## config.mk

```make
export PLATFORM = sky130hd
export DESIGN_NAME = countdown_ctrl
export DESIGN_NICKNAME = d
export VERILOG_FILES = /design/src/rtl/countdown_ctrl.sv
export SDC_FILE = /design/constraint.sdc
export NUM_CORES = 1
export LEC_CHECK = 0
export ABC_AREA = 1
export CAP_MARGIN = 15
export CORE_MARGIN = 3
export CORE_UTILIZATION = 35
export DETAILED_ROUTE_END_ITERATION = 10
export PLACE_DENSITY = 0.58
export SLEW_MARGIN = 20
export SYNTH_ARGS = -nofsm -noshare
export SYNTH_HDL_FRONTEND = slang
export SYNTH_SLANG_ARGS = --single-unit
```

## constraint.sdc

```tcl
create_clock -name clk -period 2.3 [get_ports clk]
set_clock_uncertainty 0.2 [all_clocks]
set_input_delay 0.23 -clock clk [delete_from_list [all_inputs] [get_ports clk]]
set_output_delay 0.23 -clock clk [all_outputs]
set_load 0.01 [all_outputs]
```

## src/rtl/countdown_ctrl.sv

```systemverilog
// Run-control FSM for the countdown timer: loads a BCD MM:SS.cc preset, counts it
// down on a 10 ms tick, handles start/pause/clear. Optional macro: TIMER_ALARM_BLINK_EN.
module countdown_ctrl #(
    parameter int TICK_DIV    = 1_000_000,
    parameter int BLINK_TICKS = 50
) (
    input  logic       clk,
    input  logic       rst,
    input  logic       start_btn,
    input  logic       clr_btn,
    input  logic [3:0] ld_min_10,
    input  logic [3:0] ld_min_1,
    input  logic [3:0] ld_sec_10,
    input  logic [3:0] ld_sec_1,
    input  logic [3:0] ld_ms_10,
    input  logic [3:0] ld_ms_1,
    output logic [3:0] cur_min_10,
    output logic [3:0] cur_min_1,
    output logic [3:0] cur_sec_10,
    output logic [3:0] cur_sec_1,
    output logic [3:0] cur_ms_10,
    output logic [3:0] cur_ms_1,
    output logic [1:0] state,
    output logic       edit_en,
    output logic       tick,
    output logic       alarm
);

    typedef enum logic [1:0] {
        ST_SET   = 2'b00,
        ST_RUN   = 2'b01,
        ST_PAUSE = 2'b10,
        ST_DONE  = 2'b11
    } state_t;

    localparam int            PW        = (TICK_DIV > 2) ? $clog2(TICK_DIV) : 1;
    localparam logic [PW-1:0] PRESC_MAX = PW'(TICK_DIV - 1);

    if (TICK_DIV < 2) begin : g_tick_div_chk
        $error("countdown_ctrl: TICK_DIV must be >= 2");
    end
    if (BLINK_TICKS < 1) begin : g_blink_chk
        $error("countdown_ctrl: BLINK_TICKS must be >= 1");
    end

    function automatic logic [3:0] clamp_digit(input logic [3:0] d, input logic [3:0] max_v);
        if (d > max_v) begin
            return max_v;
        end else begin
            return d;
        end
    endfunction

    // One BCD step down, digits packed {min10,min1,sec10,sec1,cc10,cc1}, lowest first in the chain.
    function automatic logic [23:0] bcd_dec(input logic [23:0] v);
        logic [23:0] r;
        logic        borrow;
        logic [3:0]  dig;
        logic [3:0]  rel;
        r      = v;
        borrow = 1'b1;
        for (int i = 0; i < 6; i++) begin
            dig = v[i*4 +: 4];
            rel = (i == 3 || i == 5) ? 4'd5 : 4'd9;
            if (!borrow) begin
                r[i*4 +: 4] = dig;
            end else if (dig == 4'd0) begin
                r[i*4 +: 4] = rel;
                borrow      = 1'b1;
            end else begin
                r[i*4 +: 4] = dig - 4'd1;
                borrow      = 1'b0;
            end
        end
        return r;
    endfunction

    state_t        state_q, state_d;
    logic [23:0]   cur_q, cur_d;
    logic [PW-1:0] presc_q, presc_d;
    logic          edit_en_q, edit_en_d;
    logic          tick_q, tick_d;
    logic          alarm_q, alarm_d;
    logic [2:0]    start_sync_q, start_sync_d;
    logic [2:0]    clr_sync_q, clr_sync_d;
    logic          start_press_q, start_press_d;
    logic          clr_press_q, clr_press_d;

    logic [23:0]   ld_s;
    logic          ld_nz_s;
    logic          presc_run_s;
    logic          wrap_s;

    assign ld_s = {clamp_digit(ld_min_10, 4'd5), clamp_digit(ld_min_1, 4'd9),
                   clamp_digit(ld_sec_10, 4'd5), clamp_digit(ld_sec_1, 4'd9),
                   clamp_digit(ld_ms_10,  4'd9), clamp_digit(ld_ms_1,  4'd9)};
    assign ld_nz_s = |ld_s;

    // Button synchronizers: [0],[1] sync stages, [2] previous level for the falling-edge detect.
    always_comb begin
        start_sync_d  = {start_sync_q[1:0], start_btn};
        clr_sync_d    = {clr_sync_q[1:0], clr_btn};
        start_press_d = start_sync_q[2] & ~start_sync_q[1];
        clr_press_d   = clr_sync_q[2] & ~clr_sync_q[1];
    end

    // Prescaler run enable and wrap strobe.
    always_comb begin
        presc_run_s = (state_q == ST_RUN);
`ifdef TIMER_ALARM_BLINK_EN
        presc_run_s = presc_run_s || (state_q == ST_DONE);
`endif
        wrap_s = presc_run_s && (presc_q == PRESC_MAX);
    end

    // Run-control next state and display value.
    always_comb begin
        state_d = state_q;
        cur_d   = cur_q;
        case (state_q)
            ST_SET: begin
                cur_d = ld_s;
                if (start_press_q && !clr_press_q && ld_nz_s) begin
                    state_d = ST_RUN;
                end else begin
                    state_d = ST_SET;
                end
            end
            ST_RUN: begin
                if (clr_press_q) begin
                    state_d = ST_SET;
                    cur_d   = ld_s;
                end else if (wrap_s) begin
                    // The expiring tick wins over a simultaneous pause request.
                    if (cur_q <= 24'h000001) begin
                        cur_d   = 24'h000000;
                        state_d = ST_DONE;
                    end else if (start_press_q) begin
                        cur_d   = bcd_dec(cur_q);
                        state_d = ST_PAUSE;
                    end else begin
                        cur_d   = bcd_dec(cur_q);
                        state_d = ST_RUN;
                    end
                end else if (start_press_q) begin
                    state_d = ST_PAUSE;
                end else begin
                    state_d = ST_RUN;
                end
            end
            ST_PAUSE: begin
                if (clr_press_q) begin
                    state_d = ST_SET;
                    cur_d   = ld_s;
                end else if (start_press_q) begin
                    state_d = ST_RUN;
                end else begin
                    state_d = ST_PAUSE;
                end
            end
            ST_DONE: begin
                if (clr_press_q || start_press_q) begin
                    state_d = ST_SET;
                    cur_d   = ld_s;
                end else begin
                    state_d = ST_DONE;
                    cur_d   = 24'h000000;
                end
            end
            default: begin
                state_d = ST_SET;
                cur_d   = ld_s;
            end
        endcase
    end

    // Prescaler, tick strobe and editor enable.
    always_comb begin
        if (state_q == ST_SET || state_d == ST_SET) begin
            presc_d = '0;
        end else if (wrap_s) begin
            presc_d = '0;
        end else if (presc_run_s) begin
            presc_d = presc_q + PW'(1);
        end else begin
            presc_d = presc_q;
        end
        tick_d    = wrap_s;
        edit_en_d = (state_d == ST_SET);
    end

`ifdef TIMER_ALARM_BLINK_EN
    localparam int            BW        = (BLINK_TICKS > 1) ? $clog2(BLINK_TICKS) : 1;
    localparam logic [BW-1:0] BLINK_MAX = BW'(BLINK_TICKS - 1);

    logic [BW-1:0] blink_q, blink_d;

    // Alarm blink: starts high on DONE entry, toggles every BLINK_TICKS ticks.
    always_comb begin
        if (state_d != ST_DONE) begin
            alarm_d = 1'b0;
            blink_d = '0;
        end else if (state_q != ST_DONE) begin
            alarm_d = 1'b1;
            blink_d = '0;
        end else if (wrap_s) begin
            if (blink_q == BLINK_MAX) begin
                alarm_d = ~alarm_q;
                blink_d = '0;
            end else begin
                alarm_d = alarm_q;
                blink_d = blink_q + BW'(1);
            end
        end else begin
            alarm_d = alarm_q;
            blink_d = blink_q;
        end
    end

    // Blink tick counter register.
    always_ff @(posedge clk or negedge rst) begin
        if (!rst) begin
            blink_q <= '0;
        end else begin
            blink_q <= blink_d;
        end
    end
`else
    // Steady alarm while expired.
    always_comb begin
        alarm_d = (state_d == ST_DONE);
    end
`endif

    // State and output registers.
    always_ff @(posedge clk or negedge rst) begin
        if (!rst) begin
            state_q       <= ST_SET;
            cur_q         <= 24'h000000;
            presc_q       <= '0;
            edit_en_q     <= 1'b1;
            tick_q        <= 1'b0;
            alarm_q       <= 1'b0;
            start_sync_q  <= 3'b111;
            clr_sync_q    <= 3'b111;
            start_press_q <= 1'b0;
            clr_press_q   <= 1'b0;
        end else begin
            state_q       <= state_d;
            cur_q         <= cur_d;
            presc_q       <= presc_d;
            edit_en_q     <= edit_en_d;
            tick_q        <= tick_d;
            alarm_q       <= alarm_d;
            start_sync_q  <= start_sync_d;
            clr_sync_q    <= clr_sync_d;
            start_press_q <= start_press_d;
            clr_press_q   <= clr_press_d;
        end
    end

    assign cur_min_10 = cur_q[23:20];
    assign cur_min_1  = cur_q[19:16];
    assign cur_sec_10 = cur_q[15:12];
    assign cur_sec_1  = cur_q[11:8];
    assign cur_ms_10  = cur_q[7:4];
    assign cur_ms_1   = cur_q[3:0];
    assign state      = state_q;
    assign edit_en    = edit_en_q;
    assign tick       = tick_q;
    assign alarm      = alarm_q;

endmodule

```

==> flow_metrics.tcl, run 1 <==
set metrics [dict create \
    drive_gt1_frac 0.1567 \
    wl_met1_um 4944 \
    design.final.nets 624 \
    dominant_cells_by_area_after_synthesis "sky130_fd_sc_hd__dfrtp_1, sky130_fd_sc_hd__nand2_1, sky130_fd_sc_hd__inv_1" \
    crit_path_max_fanout 14 \
    area_delta_synth_final_pct 30.33 \
    wl_per_cell_um 14.61 \
    synth_fp_nets 541 \
    vias_in_the_first_global_route 3687 \
    clock_latency_ns 0.35 \
    drt-vias-per-instance 5.122 \
    synth.distinct_cells 51 \
    placement.io_buffers 56 \
    cts_setup_buffers 0 \
    power_density_mw_per_mm2 1089 \
    die_area_mm2 0.01199 \
    timing_hold_violations_final 0 \
    ys.warnings.count 0 \
    worst_r2r_path_depth 13 \
    ant_nets 0 \
    placement_rows 37 \
    hold_depth 1 \
    worstMarginPinSlew_ns 0.4605 \
    yosysSeqAreaShare 0.3827 \
    criticalPathCategory "flip-flop to flip-flop" \
    initial_core_util 0.3616 \
    start_kind "flip-flop" \
    grt_max_degree 58 \
    status "complete, no violations" \
    min-delay-start "start_btn" \
    routed-via-count 3770 \
    detailroute.wirelength.met2_um 5031 \
    grt_usage 0.1902 \
    post-route-period-util 0.9338 \
    synth_largest_type_area_fraction 0.3337 \
    core-area_mm2 0.01037 \
    critPathRequiredTime_ns 2.37 \
    cts_made_buffers 9 \
    num_io_pins 57 \
    die_w_um 109.5 \
    drt-total-wl_um 10750 \
    cts_tree "yes" \
    async_reset_ff_frac 1.000 \
    relSlewSlack 0.6918 \
    synth-seq-cells 57 \
    dr_iter_0_viols 190 \
    cts.reportedPaths.clkPinSlew_ns 0.08 \
    clock_tree_sinks 57 \
    die_height_um 109.5 \
    synthesis.area_per_instance_um2 7.324 \
    gp_routability_congestion 0.9187 \
    r2r-end "presc_q[18]" \
    drc 0 \
    max_freq_mhz 465.6 \
    grt_overflow 0 \
    cts_root_buffer "sky130_fd_sc_hd__clkbuf_8" \
    antenna_found_initial 0 \
    number_of_enable_type_register_cells_in_the_synthesized_netlist 0 \
    grt_first_pass_wirelength_um 17770 \
    timing.critical_path.arrival_ns 2.21 \
    regToRegSetupSlack_ns 0.15 \
    detailroute.wirelength.met3_um 621 \
    synth_cells 512 \
    detailed_place_hpwl_um 8076 \
    min-delay-path-class "input port to flip-flop" \
    finalMaxSlewViolations 0 \
    topRoutingLayerUsed "met4" \
    postLayoutCoreUtil 0.4713 \
    clock_tree.htree_level_count 3 \
    cell_leakage_power_nw 2.107 \
    cell_area_after_technology_mapping_mm2 0.003750 \
    rsz_0062_raised_after_global_routing "false" \
    crit_path_start "cur_q[9]" \
    antennaDiodeCount 0 \
    drt-pass1-iter-count 7 \
    hold_worst_path_end "start_sync_q[0]" \
    setup_tns_ns 0 \
    setup-violations-final 0 \
    min_period_ns 2.148 \
    yosys_most_used_dff "sky130_fd_sc_hd__dfrtp_1" \
    synth_top_cell_by_area "sky130_fd_sc_hd__dfrtp_1" \
    worst_r2r_startpoint "cur_q[9]" \
    setup.worst_path.end_class "flip-flop" \
    cts_max_path_buffers 2 \
    max-vdd-ir-drop_mv 0.3843 \
    max_cap_viol_count 0 \
]
==> cell usage after synthesis, types with 2 or more instances <==
master and count:
sky130_fd_sc_hd__o21ai_0 28, sky130_fd_sc_hd__or2_2 4, sky130_fd_sc_hd__nor2_1 61, sky130_fd_sc_hd__buf_4 2
sky130_fd_sc_hd__a211oi_1 2, sky130_fd_sc_hd__inv_2 5, sky130_fd_sc_hd__o21ai_4 2, sky130_fd_sc_hd__nand3_2 3
sky130_fd_sc_hd__nand2_2 6, sky130_fd_sc_hd__o21ai_1 6, sky130_fd_sc_hd__o21a_1 5, sky130_fd_sc_hd__nand4_1 16
sky130_fd_sc_hd__dfstp_2 7, sky130_fd_sc_hd__o211ai_1 7, sky130_fd_sc_hd__nor3_1 10, sky130_fd_sc_hd__buf_6 2
sky130_fd_sc_hd__clkbuf_1 4, sky130_fd_sc_hd__a31oi_1 4, sky130_fd_sc_hd__dfrtp_1 50, sky130_fd_sc_hd__clkinv_2 2
sky130_fd_sc_hd__o2111ai_1 3, sky130_fd_sc_hd__a21oi_1 22, sky130_fd_sc_hd__or2_1 2, sky130_fd_sc_hd__o22ai_1 7
sky130_fd_sc_hd__nand3_1 34, sky130_fd_sc_hd__nor2_2 4, sky130_fd_sc_hd__nor2_4 4, sky130_fd_sc_hd__xor2_1 14
sky130_fd_sc_hd__o21ai_2 3, sky130_fd_sc_hd__o21bai_1 2, sky130_fd_sc_hd__nand2_1 109, sky130_fd_sc_hd__inv_1 61
sky130_fd_sc_hd__buf_2 2, sky130_fd_sc_hd__a21oi_2 2
==> cells in the final DEF, fill, tap and decap left out, drive strengths merged, types with 11 or more instances in the layout <==
cell / Yosys / routed
clkbuf: 5 / 11
nand4: 16 / 16
o21ai: 39 / 39
clkdlybuf4s50: 0 / 55
inv: 66 / 66
nand2: 116 / 116
xor2: 14 / 14
nor2: 70 / 70
nor3: 11 / 11
buf: 6 / 27
dfrtp: 50 / 50
a21oi: 25 / 25
nand3: 38 / 38
==> state kept, by name (all words and copies together), names as in the netlist, 2 cells and up <==
signal        flops
cur_q            24
presc_q          20
start_sync_q      3
clr_sync_q        3
state             2
==> worst max-delay path by stage <==
stage,to,slack (ns),cells past startpoint
after floorplan,cur_q[5],0.16,9
after global placement,presc_q[12],0.12,12
after detailed placement,presc_q[18],0.04,12
after CTS,presc_q[18],0.1,13
after global routing,cur_q[6],0.01,11
final,presc_q[18],0.15,13
==> report_power, final <==
group | internal (W) | switching (W) | total (W)
Clock | 0.000665 | 0.000428 | 0.00109
Sequential | 0.00125 | 0.000255 | 0.00151
Combinational | 0.00118 | 0.00155 | 0.00272
Total | 0.00309 | 0.00223 | 0.00532
==> critical path, stage by stage, from the launching register on <==
cell	delay, ns
sky130_fd_sc_hd__dfrtp_1	0.43
sky130_fd_sc_hd__nor2_1	0.16
sky130_fd_sc_hd__nand2_1	0.11
sky130_fd_sc_hd__nor2_2	0.15
sky130_fd_sc_hd__nand2_2	0.10
sky130_fd_sc_hd__nor2_4	0.16
sky130_fd_sc_hd__nand2_1	0.10
sky130_fd_sc_hd__nand2_1	0.07
sky130_fd_sc_hd__nand2_1	0.04
sky130_fd_sc_hd__nand2_1	0.07
sky130_fd_sc_hd__nand2_2	0.11
sky130_fd_sc_hd__nand2_8	0.14
sky130_fd_sc_hd__inv_2	0.11
sky130_fd_sc_hd__a21oi_1	0.13
==> cell type report <==
type	count	area, um2
sequential	57	1436
inverter	69	261.5
tap	136	170.2
clock buffer	11	151.4
timing repair buffer	83	773.2
multi-input combinational	375	2017
clock inverter	5	77.57
fill	1044	5483
==> cell families (layout without fill, tap and decap cells) <==
| family | count (synthesis) | in the layout | synth area share |
|---|---|---|---|
| buffers and inverters | 80 | 168 | 0.08775 |
| adder cells (fa/ha/maj) | 1 | 1 | 0.003336 |
| XOR/XNOR | 15 | 15 | 0.03504 |
| flip-flops | 57 | 57 | 0.3827 |
| AND/OR/NAND/NOR | 259 | 259 | 0.3217 |
| AO/OA/AOI/OAI | 100 | 100 | 0.1695 |
==> what timing repair did <==
action / in CTS / in global routing
hold endpoints to repair: 57 / 0
hold buffers: 1 / 0
resized for setup: 0 / 7
setup endpoints to repair: 0 / 20
==> metal layers <==
| metal | up-vias | global-route usage |
|---|---|---|
| met2 | 111 | 0.3204 |
| li1 | 1873 | - |
| met1 | 1771 | 0.2447 |
| met5 | - | 0 |
| met3 | 15 | 0.03406 |
| met4 | 0 | 0.06679 |
==> stage by stage <==
| stage | hold slack (ns) | instance area [um2] | cells | power [W] | worst slack, ns |
|---|---|---|---|---|---|
| 2_1_floorplan | -0.2656 | 3750 | 512 | 0.003091 | 0.1637 |
| 3_3_place_gp | 0.05724 | 4616 | 719 | 0.004162 | 0.1189 |
| 3_5_place_dp | 0.06241 | 4616 | 719 | 0.004196 | 0.03844 |
| 4_1_cts | 0.07143 | 4855 | 736 | 0.005317 | 0.09549 |
| 5_1_grt | 0.07685 | 4887 | 736 | 0.005717 | 0.01184 |
| 6_report | 0.09193 | 4887 | 736 | 0.005320 | 0.1523 |
(Power assumes the default switching activity.)
==> run 2, diff against run 1 <==
- CTS_BUF_LIST: default -> sky130_fd_sc_hd__clkbuf_4 sky130_fd_sc_hd__clkbuf_8
==> results of run 2 <==
No change in the layout: final DEF, timing and power equal those of run 1.
==> run 3, diff against run 2 <==
- GPL_ROUTABILITY_DRIVEN: default -> 1
==> results of run 3 <==
No change in the layout: final DEF, timing and power equal those of run 1.
